`src/rtl/pb_intc.sv`:
```
// PicoBlaze port-bus interrupt controller: per-source enable, edge/level mode, W1C pending, request handshake.
// Optional priority vector at offset 4 is built only when PB_INTC_VECTOR_EN is defined.
module pb_intc #(
   parameter logic [7:0]  BASE_ADDRESS = 8'h80,
   parameter int unsigned NUM_SOURCES  = 8
) (
   input  logic                   clk,
   input  logic                   reset_n,
   input  logic [7:0]             port_id,
   input  logic [7:0]             data_in,
   input  logic                   read_strobe,
   input  logic                   write_strobe,
   input  logic                   interrupt_ack,
   input  logic [NUM_SOURCES-1:0] irq_src,
   output logic [7:0]             data_out,
   output logic                   interrupt
);

   localparam logic [7:0] SRC_MASK = 8'((9'd1 << NUM_SOURCES) - 9'd1);

   typedef enum logic [1:0] {S_IDLE, S_REQ, S_ACKED} state_t;

   state_t     r_state;
   logic       r_irq;
   logic [7:0] r_en;
   logic [7:0] r_mode;
   logic [7:0] r_pend;
   logic [7:0] r_prev;
   logic [7:0] r_dout;

   logic [7:0] w_irq;
   logic       w_sel;
   logic [2:0] w_off;
   logic       w_wr;
   logic [7:0] w_clr;
   logic [7:0] w_set;
   logic [7:0] w_pend;
   logic [7:0] w_act;
   logic       w_any;
   logic [7:0] w_vec;
   logic [7:0] w_rdata;
   logic       w_unused;

   generate
      if (NUM_SOURCES < 8) begin : g_pad
         assign w_irq = {{(8-NUM_SOURCES){1'b0}}, irq_src};
      end else begin : g_full
         assign w_irq = irq_src[7:0];
      end
   endgenerate

   assign w_sel    = (port_id[7:3] == BASE_ADDRESS[7:3]);
   assign w_off    = port_id[2:0];
   assign w_wr     = w_sel & write_strobe;
   assign w_clr    = (w_wr && w_off == 3'd2) ? data_in : '0;
   assign w_set    = w_irq & ~r_prev;
   // Edge bits come from the sticky latch, level bits mirror the registered source.
   assign w_pend   = (r_pend & r_mode) | (r_prev & ~r_mode);
   assign w_act    = w_pend & r_en;
   assign w_any    = |w_act;
   assign w_unused = read_strobe;

`ifdef PB_INTC_VECTOR_EN
   always_comb begin
      w_vec = '0;
      for (int unsigned i = 0; i < 8; i++) begin
         if (w_act[i] && !w_vec[7]) w_vec = {5'b10000, i[2:0]};
      end
   end
`else
   assign w_vec = '0;
`endif

   always_comb begin
      w_rdata = '0;
      if (w_sel) begin
         case (w_off)
            3'd0:    w_rdata = w_irq;
            3'd1:    w_rdata = r_en;
            3'd2:    w_rdata = w_pend;
            3'd3:    w_rdata = r_mode;
            3'd4:    w_rdata = w_vec;
            default: w_rdata = '0;
         endcase
      end
   end

   // Masking with the pre-write mode clears bits newly switched to edge, since level bits never hold r_pend.
   always_ff @(posedge clk or negedge reset_n) begin
      if (!reset_n) begin
         r_en   <= '0;
         r_mode <= '0;
         r_pend <= '0;
         r_prev <= '0;
         r_dout <= '0;
      end else begin
         r_prev <= w_irq;
         r_pend <= ((r_pend & ~w_clr) | w_set) & r_mode;
         r_dout <= w_rdata;
         if (w_wr && w_off == 3'd1) r_en   <= data_in & SRC_MASK;
         if (w_wr && w_off == 3'd3) r_mode <= data_in & SRC_MASK;
      end
   end

   always_ff @(posedge clk or negedge reset_n) begin
      if (!reset_n) begin
         r_state <= S_IDLE;
         r_irq   <= 1'b0;
      end else begin
         case (r_state)
            S_IDLE: begin
               if (w_any) begin
                  r_state <= S_REQ;
                  r_irq   <= 1'b1;
               end
            end
            S_REQ: begin
               if (interrupt_ack) begin
                  r_state <= S_ACKED;
                  r_irq   <= 1'b0;
               end else if (!w_any) begin
                  r_state <= S_IDLE;
                  r_irq   <= 1'b0;
               end
            end
            S_ACKED: begin
               if (w_any) begin
                  r_state <= S_REQ;
                  r_irq   <= 1'b1;
               end else begin
                  r_state <= S_IDLE;
                  r_irq   <= 1'b0;
               end
            end
            default: begin
               r_state <= S_IDLE;
               r_irq   <= 1'b0;
            end
         endcase
      end
   end

   assign data_out  = r_dout;
   assign interrupt = r_irq;

endmodule

```
`config.mk`:
```
export PLATFORM = sky130hd
export DESIGN_NAME = pb_intc
export DESIGN_NICKNAME = d
export VERILOG_FILES = /design/src/rtl/pb_intc.sv
export SDC_FILE = /design/constraint.sdc
export NUM_CORES = 1
export LEC_CHECK = 0
export BUFFER_PORTS_ARGS = -buffer_cell sky130_fd_sc_hd__buf_2
export CORE_MARGIN = 10
export CORE_UTILIZATION = 37
export CTS_CLUSTER_DIAMETER = 100
export DETAILED_ROUTE_END_ITERATION = 10
export GPL_TIMING_DRIVEN = 0
export HOLD_SLACK_MARGIN = 0.05
export SLEW_MARGIN = 30
export SYNTH_ARGS = -nofsm -noshare
export SYNTH_HDL_FRONTEND = slang
export SYNTH_SLANG_ARGS = --single-unit
```
`constraint.sdc`:
```
create_clock -name clk -period 1.9 [get_ports clk]
set_input_delay 0.285 -clock clk [delete_from_list [all_inputs] [get_ports clk]]
set_output_delay 0.285 -clock clk [all_outputs]
set_load 0.01 [all_outputs]
```
* Yosys cells after proc, flatten, opt, wreduce, memory -nomap -nowiden
Cells that the tools add are included.
Word-level totals: bits in registers 43, bits in latches 0, memory bits (writable) 0, ROM bits 0, input port bits 29, output and inout bits 9, memories 0
Cells by class: add/sub/neg operators 0, $mul 0, divide/modulo/power cells 0, $lt $le $gt $ge 0, equality and inequality tests 8, shift-type cells 0, muxes and demuxes 13, bitwise logic cells 12, reductions and logical operators 7
Operators by type and width (count):
- $and 8x8->8 | 6
- $pmux 8 s4 | 1
- $not 8->8 | 3
- $mux 8 | 2
- $or 8x8->8 | 2
- $reduce_or 8->1 | 1
- $eq 3x2->1 const B | 2
- $mux 2 | 3
- $pmux 2 s3 | 1
- $eq 5x5->1 const B | 1
- $mux 1 | 5
- $eq 3x1->1 const B | 1
- $logic_and 1x1->1 | 3
- $logic_not 3->1 | 1
- $ne 3x3->1 const B | 1
- $pmux 1 s3 | 1
- $eq 2x1->1 const B | 1
- $eq 2x2->1 const B | 1
- $logic_not 2->1 | 1
- $ne 2x2->1 const B | 1
- $reduce_and 2->1 | 1
- $and 1x1->1 | 1

* Depth between registers and ports, before layout
depth in word-level cells 8, depth in mapped cells 6, mapped depth without buffers 4

* Worst setup path before layout
OpenSTA, ideal clock, no wires.
kind input -> register, start point in port_id[4], end point reg r_mode[0], setup time 0.125 ns, data arrival time 1.456 ns, data required time 1.775 ns, setup slack 0.319 ns, stages 5, buffers on the path 1, cells stage by stage nor4_4 nand4_2 or2_1 buf_6 mux2_4
Between the ends: word-level cells in the longest chain between the ends 3
RTL lines:
- start: declaration | RTL line 9 | input logic [7:0] port_id,
- $eq 5x5->1 | RTL line 52 | assign w_sel = (port_id[7:3] == BASE_ADDRESS[7:3]);
- $and 1x1->1 | RTL line 54 | assign w_wr = w_sel & write_strobe;
- $logic_and 1x1->1 | RTL line 101 | if (w_wr && w_off == 3'd3) r_mode <= data_in & SRC_MASK;
- end signal: assignment | RTL line 101
- end: declaration | RTL line 26 | logic [7:0] r_mode;
No other way between the ends. A chain may end at the register's enable or synchronous reset.

* Worst setup path in the final report
start point in port_id[4], end point reg r_mode[5]
Same word-level chain as after synthesis.

==> impl_metrics.tcl <==
set metrics [dict create \
    cts_sinks 43 \
    slew_violations 0 \
    num_antenna_cells 0 \
    power_leakage_uw 0.00115 \
    status "completed" \
    synth.top_cell.area_share_pct 52.6 \
    slowest_stage "nor4_4" \
    synth_warnings 0 \
    cts_setup_buffers 0 \
    synth.distinct_cells 27 \
    synth_edf_count 0 \
    grt_pass1_vias 1540 \
    grt-ovfl-total 0 \
    crit_type "in2reg" \
    n_fill_cell 526 \
    reg2reg_slack_ps 260 \
    grt_use_total_pct 11.3 \
    dr.pass1.iters 4 \
    syn-num-nets 209 \
    h-tree-depth 2 \
    hp-class "in2reg" \
    worstPathArrival_ps 1900 \
    finClkSkew_ps 9.67 \
    via_count 1507 \
    clk_pin_slew_worst_paths_ps 90 \
    min_period_ps 1720 \
    power_density_nw_per_um2 790 \
    timing.final.crit_share_pct 90.7 \
    place_area_um2 2310 \
    post-route-util_pct 44.6 \
    area_growth_syn_to_layout_pct 18.6 \
    setup_violations 0 \
    antenna_found_initial 0 \
    rows 27 \
    yosysSeqAreaShare_pct 52.6 \
    synth.area.mux_share_pct 16.8 \
    p_total_uw 1920 \
    synth_area_leaders "dfrtp_1 (53%), mux2_2 (9.9%), mux2_4 (5.9%)" \
    die_y_um 94.3 \
    portBuffers 35 \
    vias_per_cell 5.11 \
    worst_setup_path_start_kind "primary input" \
    synth-compound-area-share_pct 14.1 \
    worst_slew_pin_slew_ps 536 \
    drc_errors 0 \
    critPathRequiredTime_ps 2080 \
    hold_viol_final 0 \
    die_w_um 94.3 \
    start_util_pct 37.6 \
    synthAdderAreaFrac_pct 0 \
    rsz0062_at_grt "false" \
    cts_buffers 5 \
    first_iter_violations 41 \
    dieArea_um2 8900 \
    syn_inst 180 \
    netlist_area_um2 2040 \
    stdcell_area_um2 2420 \
    wl_um 4880 \
    ys.flop_type "dfrtp_1" \
    wl_per_cell_um 16.6 \
    final_layout_size_suffix_gt1_share_pct 31.8 \
    yosysTopAreaCell "dfrtp_1" \
    insertion_delay_ps 300 \
    gp_congestion 0.742 \
    worstSetupEndpointType "flop" \
    fin_tns_setup_ps 0 \
    vdd.ir_drop.worst_mv 0.393 \
    synth_seq_cells 43 \
    synth_top_family_by_area "multiplexers" \
    ant_nets 0 \
    hpwl_um 3540 \
    cts-root-buf "clkbuf_8" \
    cts_tree "done" \
    pin_count 38 \
    max_freq_ghz 0.581 \
    clockBufferDepth 2 \
    grt_pass1_wl_um 7960 \
    slew_headroom_pct 64.2 \
    avgSynthCellArea_um2 11.4 \
    grt_max_degree 44 \
    async_reset_ff_share_pct 100 \
    cp_max_fo 9 \
    synth-xor-area-share_pct 0 \
    synthSimpleGateAreaFrac_pct 13.8 \
    core_area_um2 5440 \
    fin_nets 252 \
    cap_violations 0 \
    slowest_delay_ps 370 \
    path_cells "buf_2 -> nor4_4 -> nand4_2 -> or2_1 -> buf_6 -> mux2_4" \
]
[worst max-delay path: cells and delay by family]
family | cells | cell delay, ps
buffers and inverters | 2 | 290
and+or+nand+nor | 3 | 1020
muxes | 1 | 300
[cell families after synthesis]
logic type / after synthesis
AOI/OAI and AO/OA: 45
muxes: 28
buffers and inverters: 12
DFF: 43
and+or+nand+nor: 52
[layer usage]
metal | global-route usage [%] | share of wire [%] | up-vias
met1 | 15.5 | 47 | 738
met5 | 0 | 0 | -
met3 | 3.81 | 6.5 | 4
met2 | 16.5 | 46 | 38
li1 | - | - | 727
met4 | 3.04 | 0.45 | 0
[flip-flops by register name (all words and copies together) (netlist names)]
| register | cells |
|---|---|
| r_en | 8 |
| interrupt | 1 |
| r_pend | 8 |
| r_state | 2 |
| data_out | 8 |
| r_prev | 8 |
| r_mode | 8 |
[through the flow]
| step | setup slack, ps | instances | hold WS [ps] |
|---|---|---|---|
| 2_1_floorplan | 319 | 180 | -10.6 |
| 3_3_place_gp | -112 | 287 | 424 |
| 3_5_place_dp | -147 | 287 | 425 |
| 4_1_cts | 169 | 294 | 107 |
| 5_1_grt | 135 | 295 | 116 |
| 6_report | 177 | 295 | 116 |
[repair_timing]
action | CTS | global route
endpoints found under the hold margin | 0 | 43
hold buffers | 0 | 1
gates resized for setup | 0 | 0
[power by group]
part	internal [uW]	switching, uW
Clock	386	307
Combinational	109	119
Sequential	959	35.8
Total	1450	462
[final cells by class]
class	instances	area [um^2]	area share [%]
inverters	7	26.3	1.08
clock inverters	1	30.0	1.24
flip-flops and latches	43	1080	44.4
plain buffers	5	27.5	1.14
clock buffers	6	72.6	2.99
well taps	72	90.1	3.72
multi-input cells	125	915	37.7
repair buffers	36	188	7.74
[cell usage in the layout, fill, tap and decap left out, drive strengths merged]
master / n
dlygate4sd3: 1
a31oi: 4
o211ai: 4
o21ai: 19
a211o: 1
or2: 1
a21boi: 8
nor2: 9
mux2: 26
inv: 7
mux2i: 2
and2: 1
buf: 37
dfrtp: 43
nand2b: 11
nor4: 1
and2b: 1
nor3: 1
nand2: 19
nand4: 3
clkbuf: 9
a22oi: 7
o22a: 1
bufinv: 1
a41oi: 1
nand3b: 5
[path summary, 6_finish.rpt]
kind / from / endpoint / cells after the start
hold / removal: irq_src[0] / r_prev[0] / 1
max in group asynchronous: reset_n / r_en[4] / 2
min in group asynchronous: reset_n / r_mode[6] / 2
setup reg to reg: r_mode[3] / interrupt / 4
setup / recovery: port_id[4] / r_mode[5] / 6
hold reg to reg: r_state[1] / r_state[1] / 1
[Yosys cell counts, drive strengths merged, types with 2 or more instances]
cell     n
dfrtp   43
mux2    26
nand2   19
o21ai   19
nand2b  11
nor2     9
a21boi   8
a22oi    7
inv      7
nand3b   5
a31oi    4
o211ai   4
clkbuf   3
nand4    3
buf      2
mux2i    2
No activity file was read; power rests on OpenSTA's default activity.
